[src/rtl/execution_muldiv.sv]
// execution_muldiv: MIPS EX stage with EX/MEM registers and an iterative mul/div unit with HI/LO.
// The mul/div unit, HI/LO and its FSM exist only when EXEC_MULDIV_EN is defined.
module execution_muldiv #(
    parameter int NB_REG = 32,
    parameter int NB_INM = 16,
    parameter int NB_EX  = 7,
    parameter int NB_MEM = 5,
    parameter int NB_WB  = 8
) (
    input  logic              i_clock,
    input  logic              i_reset,
    input  logic              i_valid,
    input  logic [NB_REG-1:0] i_a,
    input  logic [NB_REG-1:0] i_b,
    input  logic [NB_INM-1:0] i_inm,
    input  logic [NB_EX-1:0]  i_ex,
    input  logic [NB_MEM-1:0] i_mem,
    input  logic [NB_WB-1:0]  i_wb,
    input  logic [NB_REG-1:0] i_pc,
    output logic [NB_REG-1:0] o_alu,
    output logic [NB_REG-1:0] o_b,
    output logic [NB_MEM-1:0] o_mem,
    output logic [NB_WB-1:0]  o_wb,
    output logic [NB_REG-1:0] o_pc,
    output logic              o_stall,
    output logic              o_busy
);
    localparam int NB_SH = $clog2(NB_REG);
    localparam logic [4:0] OP_ADD = 5'd0, OP_SUB = 5'd1, OP_AND = 5'd2, OP_OR = 5'd3;
    localparam logic [4:0] OP_XOR = 5'd4, OP_NOR = 5'd5, OP_SRL = 5'd6, OP_SLL = 5'd7;
    localparam logic [4:0] OP_SRA = 5'd8, OP_SLA = 5'd9, OP_SLT = 5'd10, OP_LUI = 5'd11;
    localparam logic [4:0] OP_MFHI = 5'd14, OP_MFLO = 5'd15;

    logic [4:0]        w_op;
    logic              w_su;
    logic [NB_REG-1:0] w_opb;
    logic [NB_SH-1:0]  w_sh;
    logic [NB_REG-1:0] w_res;
    logic [NB_REG-1:0] w_hi;
    logic [NB_REG-1:0] w_lo;
    logic              w_kill;

    assign w_op  = i_ex[NB_EX-1 -: 5];
    assign w_su  = i_ex[0];
    assign w_sh  = i_a[NB_SH-1:0];
    assign w_opb = i_ex[1] ? (w_su ? NB_REG'(i_inm) : NB_REG'($signed(i_inm))) : i_b;

    always_comb begin
        w_res = '0;
        case (w_op)
            OP_ADD:         w_res = i_a + w_opb;
            OP_SUB:         w_res = i_a - w_opb;
            OP_AND:         w_res = i_a & w_opb;
            OP_OR:          w_res = i_a | w_opb;
            OP_XOR:         w_res = i_a ^ w_opb;
            OP_NOR:         w_res = ~(i_a | w_opb);
            OP_SRL:         w_res = w_opb >> w_sh;
            OP_SLL, OP_SLA: w_res = w_opb << w_sh;
            OP_SRA:         w_res = $signed(w_opb) >>> w_sh;
            OP_SLT:         w_res = NB_REG'(w_su ? (i_a < w_opb) : ($signed(i_a) < $signed(w_opb)));
            OP_LUI:         w_res = NB_REG'(i_inm) << (NB_REG - NB_INM);
            OP_MFHI:        w_res = w_hi;
            OP_MFLO:        w_res = w_lo;
            default:        w_res = '0;
        endcase
    end

`ifdef EXEC_MULDIV_EN
    localparam logic [4:0] OP_MULT = 5'd12, OP_DIV = 5'd13;
    localparam logic [1:0] S_IDLE = 2'd0, S_BUSY = 2'd1, S_FIX = 2'd2;

    logic [1:0]          r_state;
    logic [NB_SH-1:0]    r_cnt;
    logic [NB_REG-1:0]   r_hi, r_lo, r_opb;
    logic                r_div, r_neg_q, r_neg_r;
    logic                w_mul_div, w_md_op, w_accept, w_neg_a, w_neg_b, w_ge;
    logic [NB_REG-1:0]   w_abs_a, w_abs_b, w_sub;
    logic [NB_REG:0]     w_add, w_shl;
    logic [2*NB_REG-1:0] w_prod;

    assign w_mul_div = (w_op == OP_MULT) | (w_op == OP_DIV);
    assign w_md_op   = w_mul_div | (w_op == OP_MFHI) | (w_op == OP_MFLO);
    assign o_busy    = r_state != S_IDLE;
    assign o_stall   = i_valid & o_busy & w_md_op;
    assign w_accept  = i_valid & w_mul_div & (r_state == S_IDLE);
    assign w_neg_a   = ~w_su & i_a[NB_REG-1];
    assign w_neg_b   = ~w_su & w_opb[NB_REG-1];
    assign w_abs_a   = w_neg_a ? -i_a : i_a;
    assign w_abs_b   = w_neg_b ? -w_opb : w_opb;
    // HI/LO double as the working accumulator; MFHI/MFLO stall until FIX so partials never escape
    assign w_add     = {1'b0, r_hi} + (r_lo[0] ? {1'b0, r_opb} : '0);
    assign w_shl     = {r_hi, r_lo[NB_REG-1]};
    assign w_ge      = w_shl >= {1'b0, r_opb};
    assign w_sub     = w_shl[NB_REG-1:0] - r_opb;
    assign w_prod    = {r_hi, r_lo};
    assign w_hi      = r_hi;
    assign w_lo      = r_lo;
    assign w_kill    = w_mul_div;

    always_ff @(posedge i_clock or negedge i_reset) begin
        if (!i_reset) begin
            r_state <= S_IDLE;
            r_cnt   <= '0;
            r_hi    <= '0;
            r_lo    <= '0;
            r_opb   <= '0;
            r_div   <= 1'b0;
            r_neg_q <= 1'b0;
            r_neg_r <= 1'b0;
        end else begin
            case (r_state)
                S_IDLE: if (w_accept) begin
                    r_state <= S_BUSY;
                    r_cnt   <= NB_SH'(NB_REG - 1);
                    r_hi    <= '0;
                    r_lo    <= w_abs_a;
                    r_opb   <= w_abs_b;
                    r_div   <= w_op == OP_DIV;
                    r_neg_q <= w_neg_a ^ w_neg_b;
                    r_neg_r <= w_neg_a;
                end
                S_BUSY: begin
                    r_hi  <= r_div ? (w_ge ? w_sub : w_shl[NB_REG-1:0]) : w_add[NB_REG:1];
                    r_lo  <= r_div ? {r_lo[NB_REG-2:0], w_ge} : {w_add[0], r_lo[NB_REG-1:1]};
                    r_cnt <= r_cnt - NB_SH'(1);
                    if (r_cnt == '0) r_state <= S_FIX;
                end
                S_FIX: begin
                    r_state <= S_IDLE;
                    if (r_div) begin
                        r_lo <= r_neg_q ? -r_lo : r_lo;
                        r_hi <= r_neg_r ? -r_hi : r_hi;
                    end else begin
                        {r_hi, r_lo} <= r_neg_q ? -w_prod : w_prod;
                    end
                end
                default: r_state <= S_IDLE;
            endcase
        end
    end
`else
    assign o_busy  = 1'b0;
    assign o_stall = 1'b0;
    assign w_hi    = '0;
    assign w_lo    = '0;
    assign w_kill  = 1'b0;
`endif

    always_ff @(posedge i_clock or negedge i_reset) begin
        if (!i_reset) begin
            o_alu <= '0;
            o_b   <= '0;
            o_mem <= '0;
            o_wb  <= '0;
            o_pc  <= '0;
        end else if (i_valid) begin
            if (o_stall) begin
                o_mem <= '0;
                o_wb  <= '0;
            end else begin
                o_alu <= w_res;
                o_b   <= i_b;
                o_pc  <= i_pc;
                o_mem <= w_kill ? '0 : i_mem;
                o_wb  <= w_kill ? '0 : i_wb;
            end
        end
    end
endmodule

[config.mk]
export PLATFORM = sky130hd
export DESIGN_NAME = execution_muldiv
export DESIGN_NICKNAME = d
export VERILOG_FILES = /design/src/rtl/execution_muldiv.sv
export SDC_FILE = /design/constraint.sdc
export NUM_CORES = 1
export LEC_CHECK = 0
export CORE_MARGIN = 8
export CORE_UTILIZATION = 50
export CTS_BUF_LIST = sky130_fd_sc_hd__clkbuf_2 sky130_fd_sc_hd__clkbuf_4 sky130_fd_sc_hd__clkbuf_8
export CTS_CLUSTER_SIZE = 14
export DETAILED_ROUTE_END_ITERATION = 10
export MAX_ROUTING_LAYER = met4
export PLACE_DENSITY = 0.81
export SYNTH_ARGS = -nofsm -noshare
export SYNTH_HDL_FRONTEND = slang
export SYNTH_SLANG_ARGS = --single-unit
[constraint.sdc]
create_clock -name i_clock -period 2.4 [get_ports i_clock]
set_clock_uncertainty 0.2 [all_clocks]
set_input_delay 0.24 -clock i_clock [delete_from_list [all_inputs] [get_ports i_clock]]
set_output_delay 0.24 -clock i_clock [all_outputs]
set_load 0.01 [all_outputs]
==> results.yml, run 1 <==
status:
  status: "aborted with a tool error"
  stop_stage: "global routing"
  firstError: "[ERROR GRT-0232] Routing congestion too high. Check the congestion heatmap in the GUI."
synth:
  synth_cells: 1821
  ys_ff_latch: 109
  synthFlopType: "dfrtp_1"
  syn_avg_cell_area_sq_um: 7.97
  yosys.area.top_type: "dfrtp_1"
  synth_top_area_share_pct: 18.8
  syn-cell-area_sq_um: 14500
  ys_types: 99
  synth-async-reset-ratio_pct: 100
  seq_area_frac_synth_pct: 18.8
  ys.warnings.count: 0
  synth-edff-count: 0
  ys_top_cells_by_area: "dfrtp_1 19%, ha_1 8.4%, mux2_2 7.0%"
timing:
  worst-ep-kind: "register input"
  postGrtWorstEndpoint: "o_alu[30]$_DFFE_PN0P_/D"
die:
  pin_count: 246
  start_util_pct: 50.7
  dieWidth_microns: 186
  die_y_microns: 186
  row_count: 62
cts:
  cts_root_buffer: "clkbuf_8"
  cts_max_level: 3
  clk_path_buf_depth: 2
  cts.sinks: 109
  cts_buffers: 9
placed_design:
  placed_cell_area_sq_um: 21500
  place_congestion: 1.09
  dp_hpwl_microns: 60800
  io_buffers: 243
  dp.cells: 2890
global_route:
  overflow: 50
  grt_max_degree: 110
  grt_antenna_before_repair: 25
  grtUsageTotal_pct: 74.5
==> Yosys cell counts, types with 10 or more instances <==
library cell,instances
clkbuf_1,69
a31oi_1,21
nor3_1,34
ha_1,98
nand2_1,167
a211o_1,11
a21o_1,13
nor2_1,213
o211ai_1,31
nor2b_1,29
buf_2,38
nand4_1,11
o22ai_1,20
a211oi_1,30
mux4_2,41
o21ai_0,90
xnor2_1,11
o21a_1,11
buf_1,16
a21oi_1,178
a221o_1,11
inv_1,97
mux2i_1,53
o21bai_1,14
nand2b_1,25
o31ai_1,12
o2111ai_1,11
a221oi_1,29
o32a_1,10
mux2_2,90
dfrtp_1,109
nand3_1,29
==> timing repair <==
action | CTS
endpoints found under the setup margin | 32
hold buffers | 2
resized for setup | 275
buffers inserted | 47
hold endpoints to repair | 110
pin swaps | 82
cloned | 2
==> metrics by stage <==
stage	hold slack (ns)	setup slack [ns]	utilization [%]
detailed placement	0.198	-1.83	75.3
global placement	0.170	-1.70	75.3
CTS	0.0270	-0.929	80.9
floorplan	-0.256	-1.42	-
==> routing by layer <==
layer | GRT overflow | GRT usage [%]
met2 | 24 | 87.3
met5 | - | -
met1 | 6 | 73.2
met4 | 18 | 66.9
met3 | 2 | 64.3
==> logic make-up after synthesis <==
| family | synth area share, % |
|---|---|
| compound gates | 29.0 |
| simple gates | 17.8 |
| buf+inv | 7.32 |
| mux | 17.5 |
| flops | 18.8 |
| fa+ha+maj | 8.72 |
| xor+xnor | 0.784 |
| other cells | 0.0258 |
==> run 2, diff against run 1 <==
Settings changed: CORE_UTILIZATION 50 to 35, CTS_BUF_LIST sky130_fd_sc_hd__clkbuf_2 sky130_fd_sc_hd__clkbuf_4 sky130_fd_sc_hd__clkbuf_8 to unset, CTS_CLUSTER_SIZE 14 to unset, MAX_ROUTING_LAYER met4 to unset, PLACE_DENSITY 0.81 to unset, PLACE_DENSITY_LB_ADDON set to 0.15.
==> results.yml, run 2 <==
power:
  power_leakage_nw: 11.0
  p_int_mw: 5.79
  pwr-share-clk_pct: 18.1
  power.density_nw_per_um2: 390
  p_sw_mw: 4.06
  switching_share_pct: 41.2
  irDropWorstVdd_mv: 0.360
  pwr-share-seq_pct: 21.3
  power.share.combinational_pct: 60.6
placed_design:
  place_ws_ns: -1.70
  place_congestion: 1.02
  dp_hpwl_microns: 62800
  io_buffers: 243
  placed_cell_area_sq_um: 22200
route:
  route.detailed.drc: 0
  wl_per_cell_microns: 24.8
  vias_per_cell: 5.79
  drt-initial-drc-count: 1793
  ant_nets: 0
  via_count: 18530
  drt_wl_total_microns: 79500
  first_pass_iters: 8
global_route:
  overflow: 0
  grt_pass1_vias: 18041
  grtUsageTotal_pct: 31.3
  grt_max_degree: 110
  grt_pass1_wl_microns: 115000
  grt_antenna_before_repair: 5
synth:
  yosysMostFrequentCell: "nor2_1"
  ys.warnings.count: 0
  ys_top_cells_by_area: "dfrtp_1 19%, ha_1 8.4%, mux2_2 7.0%"
  synth-edff-count: 0
  syn_avg_cell_area_sq_um: 7.97
  seq_area_frac_synth_pct: 18.8
  yosys.area.top_type: "dfrtp_1"
  synthFlopType: "dfrtp_1"
  ys_ff_latch: 109
  synth_cells: 1821
  syn-cell-area_sq_um: 14500
  synthTopCellsByCount: "213 x nor2_1, 178 x a21oi_1, 167 x nand2_1"
  ys_types: 99
  synth_top_area_share_pct: 18.8
  synth-async-reset-ratio_pct: 100
setup_path:
  cp_slowest_cell: "a211o_4"
  worstSetupEndpointType: "flop"
  worstSetupPathType: "in2reg"
  cp.required_ns: 2.49
  cp_cell_sequence: "buf_16, buf_8, buf_6, mux2i_4, buf_6, buf_6, inv_4, ha_4, buf_6, o31ai_4, a21oi_4, a211o_4, a21boi_4, buf_6, o31a_1, o22a_1, a21oi_1, o32a_1"
  cp_max_fo: 5
  critPathLaunchType: "primary input"
  max_stage_delay_ns: 0.40
  cp.arrival_ns: 3.36
  path_common_cell: "buf_6"
  reg2reg_slack_ns: 0.09
  cp.buffers_inverters: 8
  path_delay_family: "compound AO/OA/AOI/OAI gates"
die:
  die_y_microns: 220
  dieWidth_microns: 220
  row_count: 74
  coreArea_sq_um: 40900
  pin_count: 246
  start_util_pct: 35.5
  die_area_sq_um: 48200
min_path:
  worst_hold_path_type: "in2reg"
cells_and_area:
  n_fill_cell: 3608
  reg_top3: "o_alu (32), o_b (32), o_pc (32)"
  drive_gt1_share_pct: 45.0
  multi_input_area_sq_um: 12600
  final_cell_mix: "632 x buf_4, 194 x clkdlybuf4s50_1, 187 x nor2_1, 156 x nand2_1, 132 x a21oi_1"
  register_area_sq_um: 2730
  final_util_pct: 61.6
  fin_area_sq_um: 25200
  area_delta_synth_final_pct: 73.7
  layout_commonest_cell: "buf_4"
  nNetsFinal: 2895
timing:
  drv_slew: 0
  rsz0062_at_grt: "yes"
  hold_viol: 0
  finalCriticalPeriod_ns: 3.27
  setup_slack_ns: -0.867
  setup_viol: 32
  max_freq_mhz: 306
  max-slew-margin-rel_pct: 49.5
  fin_crit_sh_pct: 136
  tightestPinTransition_ns: 0.757
cts:
  cts.sinks: 109
  cts_root_buffer: "clkbuf_16"
  worstSkewPairLatency_ns: 0.41
  clk_path_buf_depth: 2
  cts_max_level: 3
  cts_buffers: 9
  cts_tree: "built"
  clkTransAtPathRegs_ns: 0.09
status:
  violations: "setup timing"
  status: "complete, but fails checks"
run:
  cap_violations: 0
==> run 2: cell counts after synthesis <==
Identical to the previous run, type by type.
==> run 2: worst paths after layout <==
check                                 startpoint                    end  cells after the start
max                                      i_ex[1]  o_alu[22]$_DFFE_PN0P_                     18
min in group asynchronous                i_reset    o_pc[1]$_DFFE_PN0P_                      3
max reg2reg                o_alu[22]$_DFFE_PN0P_  o_alu[22]$_DFFE_PN0P_                      8
min                                       i_b[0]     o_b[0]$_DFFE_PN0P_                      3
max in group asynchronous                i_reset  o_alu[14]$_DFFE_PN0P_                      3
min reg2reg                 o_alu[3]$_DFFE_PN0P_   o_alu[3]$_DFFE_PN0P_                      1
==> run 2: power groups by stage <==
stage               registers, mW  clock network (mW)  logic (mW)
global route                 2.12                1.86        6.28
detailed placement           2.13                   0        5.00
finish                       2.10                1.78        5.97
floorplan                    2.19                   0        2.27
CTS                          2.10                1.82        5.46
global placement             2.12                   0        4.99
==> run 2: worst reg2reg max path, delay by kind of cell (launching register included) <==
kind            cells  cell delay (ns)
compound gates      5             1.07
flops               1             0.43
buf+inv             2             0.34
simple gates        1             0.16
==> run 2: metrics by stage <==
stage	hold slack, ns	power, mW	setup TNS, ns	cells
detailed placement	0.190	7.13	-43.27	3096
finish	0.0307	9.84	-19.25	3199
global route	0.0466	10.3	-21.65	3199
CTS	0.0109	9.37	-18.44	3159
global placement	0.183	7.10	-42.41	3096
floorplan	-0.256	4.46	-29.73	1822
==> run 2: logic make-up after synthesis <==
| logic type | after synthesis | share of synthesized area, % |
|---|---|---|
| other cells | 1 | 0.0258 |
| buf+inv | 241 | 7.32 |
| flops | 109 | 18.8 |
| simple gates | 570 | 17.8 |
| compound gates | 600 | 29.0 |
| xor+xnor | 13 | 0.784 |
| fa+ha+maj | 100 | 8.72 |
| mux | 187 | 17.5 |
==> run 2: layer usage <==
metal | up-vias | part of all wire [%] | track usage (%)
met4 | 2 | 2.9 | 7.76
met3 | 137 | 9.0 | 6.40
met1 | 9058 | 42 | 42.8
met2 | 908 | 46 | 50.0
li1 | 8425 | - | -
met5 | - | 0.014 | 0
==> run 2: what timing repair did <==
item / in CTS / in global routing
pin swaps: 92 / 110
gates resized for setup: 267 / 214
setup endpoints to repair: 32 / 32
hold endpoints to repair: 109 / 0
setup buffers: 46 / 48
hold buffers: 1 / 0
cloned: 2 / 1
==> run 2: cell type report <==
class                   instances  share of cell area [%]
multi-input cells            1472                    50.0
flip-flops and latches        109                    10.8
diodes                          2                  0.0198
repair buffers                967                    33.7
clock buffers                   9                   0.893
well taps                     532                    2.64
inverters                     101                    1.57
clock inverters                 7                   0.397
Note: power is estimated with default switching activity, not from simulation.
==> run 3, diff against run 2 <==
Settings changed: CORE_UTILIZATION 35 to 40.
==> results.yml, run 3 (same netlist as run 2, synthesis figures left out) <==
setup_path:
  cp_slowest_cell: "mux2i_4"
  cp.required_ns: 2.49
  critPathLaunch: "i_ex[1]"
  r2r-start: "o_alu[28]$_DFFE_PN0P_"
  crit_cells: 17
  worstSetupEndpointType: "flop"
  r2r_end: "o_alu[28]$_DFFE_PN0P_"
  crit_end: "o_alu[21]$_DFFE_PN0P_"
  cp_cell_sequence: "buf_16, buf_12, buf_8, mux2i_4, ha_4, buf_6, nor2_4, nand2_2, a2111oi_4, buf_4, o32ai_4, buf_4, o221a_4, buf_6, a221o_1, a211oi_2, a21oi_1"
  worstSetupPathType: "in2reg"
  cp.buffers_inverters: 7
  critPathLaunchType: "primary input"
  cp.arrival_ns: 3.44
  reg2reg_slack_ns: 0.08
  cp_max_fo: 7
  worstRegToRegCells: 7
  path_delay_family: "compound AO/OA/AOI/OAI gates"
  max_stage_delay_ns: 0.37
timing:
  setup_viol: 31
  fin_crit_sh_pct: 140
  hold_viol: 0
  max-slew-margin-rel_pct: 38.6
  setup_tns_ns: -19.95
  tightestPinTransition_ns: 0.916
  holdWs_ns: 0.0457
  max_freq_mhz: 298
  finalCriticalPeriod_ns: 3.35
  rsz0062_at_grt: "yes"
  setup_slack_ns: -0.950
  drv_slew: 0
route:
  vias_per_cell: 6.04
  via_count: 18685
  first_pass_iters: 7
  drt_wl_total_microns: 77900
  route.detailed.drc: 0
  ant_nets: 0
  wl_per_cell_microns: 25.2
  drt-initial-drc-count: 2005
cells_and_area:
  multi_input_area_sq_um: 12300
  final_cell_mix: "613 x buf_4, 192 x nor2_1, 190 x clkdlybuf4s50_1, 161 x nand2_1, 145 x a21oi_1"
  layout_commonest_cell: "buf_4"
  layout.cells.non_filler: 3095
  nNetsFinal: 2862
  n_fill_cell: 2940
  reg_top3: "o_alu (32), o_b (32), o_pc (32)"
  register_area_sq_um: 2730
  final_util_pct: 68.4
  fin_area_sq_um: 24400
  area_delta_synth_final_pct: 68.1
  drive_gt1_share_pct: 42.1
global_route:
  grt_max_degree: 110
  overflow: 0
  grt_antenna_before_repair: 4
  grt_pass1_wl_microns: 114000
  grtUsageTotal_pct: 35.3
  grt_pass1_vias: 18758
die:
  die_area_sq_um: 42600
  pin_count: 246
  die_y_microns: 206
  coreArea_sq_um: 35700
  dieWidth_microns: 206
  row_count: 69
  start_util_pct: 40.7
placed_design:
  dp_hpwl_microns: 60800
  place_congestion: 1.01
  io_buffers: 243
  dp.cells: 2999
  placed_cell_area_sq_um: 21900
  place_ws_ns: -1.76
cts:
  worstSkewPairLatency_ns: 0.41
  cts_max_level: 3
  clkTransAtPathRegs_ns: 0.09
  cts_root_buffer: "clkbuf_16"
  cts.sinks: 109
  cts_buffers: 9
  cts_tree: "built"
  clk_path_buf_depth: 2
power:
  total_power_mw: 9.49
  power_leakage_nw: 10.7
  irDropWorstVdd_mv: 0.786
  power.density_nw_per_um2: 389
status:
  status: "complete, but fails checks"
  violations: "setup timing"
min_path:
  worst_hold_path_type: "in2reg"
run:
  cap_violations: 0
[run 3: cell types whose count changed in the layout (fill, tap and decap cells not counted), moves of 7 or more]
cell	before	now
buf_4	632	613
a21oi_1	132	145
inv_1	77	87
ha_1	60	68
a21oi_2	36	29
dlygate4sd2_1	31	38
inv_2	18	11
[run 3: power breakdown]
part	total (mW)	switching (mW)	internal, mW	leakage (nW)
clock	1.66	0.924	0.732	0.141
sequential	2.09	0.0985	2.00	1.34
combinational	5.74	2.89	2.85	9.19
total	9.49	3.91	5.58	10.7
[run 3: how the worst min path moves through the flow]
stage	from	endpoint	slack (ns)	cells after the start
after CTS	i_b[0]	o_b[0]$_DFFE_PN0P_	0.03	3
final	i_b[0]	o_b[0]$_DFFE_PN0P_	0.05	3
after global placement	i_reset	o_pc[0]$_DFFE_PN0P_	0.19	2
after floorplan	i_reset	o_alu[0]$_DFFE_PN0P_	-0.26	0
after global routing	i_b[0]	o_b[0]$_DFFE_PN0P_	0.04	3
after detailed placement	i_reset	o_pc[31]$_DFFE_PN0P_	0.19	2
[run 3: layout make-up]
cell class,count,area share (%)
sequential,109,11.2
timing repair buffer,933,33.2
clock buffer,9,0.923
antenna,2,0.0205
multi-input combinational,1473,50.4
tap,461,2.36
inverter,101,1.59
clock inverter,7,0.272
[run 3: worst register-to-register path, cell delays in order (launching register included)]
cell      delay [ns]
dfrtp_1         0.38
nor2b_1         0.19
a221oi_1        0.23
nand3_1         0.13
a221oi_1        0.42
o21a_1          0.21
nand4_1         0.09
o32a_1          0.35
[run 3: repair_timing]
| item | 4_1_cts | 5_1_grt |
|---|---|---|
| endpoints found under the setup margin | 32 | 32 |
| hold endpoints to repair | 109 | 0 |
| hold buffers | 1 | 0 |
| gates resized for setup | 257 | 135 |
| setup buffers | 51 | 40 |
| pin swaps | 81 | 92 |
| cloned | 2 | 2 |
[run 3: metal layers]
metal / vias up / track usage, % / part of all wire [%]
met2: 1121 / 56.0 / 45
met5: - / 0 / 0.017
li1: 8379 / - / -
met3: 185 / 7.35 / 9.8
met1: 8998 / 45.6 / 40
met4: 2 / 16.0 / 4.8
